File: config.mk
export PLATFORM = sky130hd
export DESIGN_NAME = seq_next
export DESIGN_NICKNAME = d
export VERILOG_FILES = /design/src/rtl/seq_pkg.sv /design/src/rtl/seq_next.sv
export SDC_FILE = /design/constraint.sdc
export NUM_CORES = 1
export LEC_CHECK = 0
export CORE_AREA = 2 2 39 41
export DETAILED_ROUTE_END_ITERATION = 6
export DIE_AREA = 0 0 41 43
export MAX_ROUTING_LAYER = met4
export PLACE_DENSITY = 0.36
export SLEW_MARGIN = 20
export SYNTH_ARGS = -nofsm -noshare
export SYNTH_HDL_FRONTEND = slang
export SYNTH_SLANG_ARGS = --single-unit
File: constraint.sdc
create_clock -name vclk -period 1.5
set_input_delay 0.375 -clock vclk [all_inputs]
set_output_delay 0.375 -clock vclk [all_outputs]
set_load 0.05 [all_outputs]
File: src/rtl/seq_pkg.sv
// Shared definitions for the sequence checker.
// The generator under test cycles through six 4-bit codes:
//    0 -> 8 -> 5 -> 3 -> 7 -> 2 -> 0 ...
// Code 2 is the last code of a period.
package seq_pkg;

   typedef enum logic [1:0] {
      HUNT    = 2'd0,
      ACQUIRE = 2'd1,
      LOCKED  = 2'd2
   } state_e;

   localparam int SEQ_LEN = 6;

   localparam logic [3:0] SEQ0 = 4'd0;
   localparam logic [3:0] SEQ1 = 4'd8;
   localparam logic [3:0] SEQ2 = 4'd5;
   localparam logic [3:0] SEQ3 = 4'd3;
   localparam logic [3:0] SEQ4 = 4'd7;
   localparam logic [3:0] SEQ5 = 4'd2;

   localparam logic [3:0] LAST_CODE = SEQ5;

endpackage

File: src/rtl/seq_next.sv
// Successor lookup for the generator sequence.
// Ports:
//    code   in   4  code to look up
//    nxt    out  4  code that follows 'code' in the cycle (0 when illegal)
//    legal  out  1  'code' is one of the six sequence codes
module seq_next
   import seq_pkg::*;
(
   input  logic [3:0] code,
   output logic [3:0] nxt,
   output logic       legal
);

   always_comb begin
      nxt   = 4'd0;
      legal = 1'b1;
      case (code)
         SEQ0:    nxt = SEQ1;
         SEQ1:    nxt = SEQ2;
         SEQ2:    nxt = SEQ3;
         SEQ3:    nxt = SEQ4;
         SEQ4:    nxt = SEQ5;
         SEQ5:    nxt = SEQ0;
         default: legal = 1'b0;
      endcase
   end

endmodule

==> results.toml <==
[placed_design]
placed_area_um2 = 365
portBuffers = 9
hpwl_um = 351
placed_cells = 46
gp_congestion = 0.581

[sta]
tightest_slew_ns = 0.261
min_period_over_period = 1.03
holdWs_ns = 1.12
hold_viol = 0
relSlewSlack = 0.825
finalSetupViolCount = 2
fmax_mhz = 648
post-route-min-period_ns = 1.54
setup_ws_ns = -0.0434
final_max_slew_viol_count = 0
rsz0062_at_grt = "yes"

[synth]
yosysSeqAreaShare = 0
yosysWarnings = 0
syn_inst = 13
synth_top_area_frac = 0.114
synth_fp_nets = 17
syn-cell-area_um2 = 98.8
synth_top_area_cell = "buf_6"
synth_cell_types = 13
netlist_top_cells_area = "buf_6 11%, a221oi_1 8.9%, a22o_1 8.9%, or3b_1 8.9%, xor2_1 8.9%"
synth_area_per_cell_um2 = 7.60

[drt]
wl_per_cell_um = 8.88
wl_um = 444
via_count = 183
initialDrtViolationCount = 1
ant_nets = 0
routed_via_density = 3.66
firstDrtPassIters = 4
route.detailed.drc = 0

[layout]
clockBufferCount = 0
nets = 40
seq_cells = 0
areaGrowthSynthToFinish_pct = 337
layout-drive-gt1-share = 0.824
seq_area_um2 = 0
layout.cells.non_filler = 50
design_area_um2 = 432
diodes = 0
fin_util = 0.312

[worst_setup_path]
crit_buf_inv = 2
cp_top_family = "simple AND/OR/NAND/NOR gates"
slowest_delay_ns = 0.39
setup.worst_path.end_class = "output pin"
crit_type = "in -> out"
slowest_stage = "or3b_4"
crit_arrival_ns = 1.17
path_cells = "buf_8 > or3b_4 > a21oi_4 > buf_12"
start_kind = "input port"
crit_fanout = 3
crit_required_ns = 1.12

[clock_network]
cts_hold_buf = 0

[run]
max_cap_violations = 0

[die]
coreArea_um2 = 1380
ios = 9
chipHeight_um = 43
die_w_um = 41
rows = 14
die_area_um2 = 1760
start_util = 0.0714

[global_route]
grt_usage = 0.0583
grt_pass1_wl_um = 745
grt_overflow = 0
grt_antenna_before_repair = 0
grt_max_degree = 7
grt_pass1_vias = 174

[worst_hold_path]
hp-class = "in -> out"

[status]
status = "complete, but fails checks"
violations = "setup timing"

[pwr]
p_leak_nw = 0.178
vdd_ir_drop_max_uv = 136
power.total_w = 0.000150
powerDensity_nw_per_um2 = 347
[routing by layer]
| layer | share of wire | up-vias | GRT usage |
|---|---|---|---|
| met5 | 0 | - | - |
| met4 | 0 | 0 | 0 |
| met3 | 0.11 | 0 | 0.0105 |
| met2 | 0.47 | 8 | 0.0875 |
| met1 | 0.41 | 82 | 0.0854 |
| li1 | - | 93 | - |
[report_power, final]
part	switching [W]	total, W	leakage, nW	internal (W)
Clock	0	0	0	0
Sequential	0	0	0	0
Combinational	0.0000664	0.000150	0.178	0.0000834
[final cells by class]
cell class | instances | area [um2]
fill | 144 | 952
multi-input combinational | 12 | 150
tap | 16 | 20.0
timing repair buffer | 22 | 262
[logic make-up (layout without fill, tap and decap cells)]
family	after synthesis	in the layout	synth area share
buffers and inverters	1	22	0.114
AOI/OAI and AO/OA	5	5	0.380
xor gates and xnor gates	1	1	0.0886
and+or+nand+nor	6	6	0.418
[worst min-delay path, stage by stage]
cell	delay [ns]
buf_8	0.08
buf_4	0.11
nor4_4	0.04
buf_12	0.13
[through the flow]
stage,setup slack (ns),setup TNS (ns)
floorplan,-0.0778,-0.0904
global placement,-0.546,-2.43
detailed placement,-0.545,-2.45
CTS,-0.0796,-0.151
global route,-0.0519,-0.0992
finish,-0.0434,-0.0494
[layout by cell type (no fill, tap or decap)]
master	n
nor3_2	1
a22o_1	1
nor4_4	1
o21a_1	1
nor2b_1	1
buf_6	3
o21bai_4	1
buf_12	5
xor2_1	1
nand3b_1	1
a21oi_4	1
buf_4	11
and2b_1	1
or3b_4	1
buf_8	3
a221oi_4	1
[final timing paths]
| kind | from | end | slack [ns] | cells after the start |
|---|---|---|---|---|
| setup / recovery | code[0] | nxt[2] | -0.04 | 4 |
| hold / removal | code[1] | nxt[3] | 1.12 | 4 |
[repair_timing]
item	in CTS	in global routing
setup buffers	2	2
hold endpoints to repair	0	0
pin swaps	5	5
endpoints found under the setup margin	5	4
gates resized for setup	24	9
No activity file was read; power rests on OpenSTA's default activity.
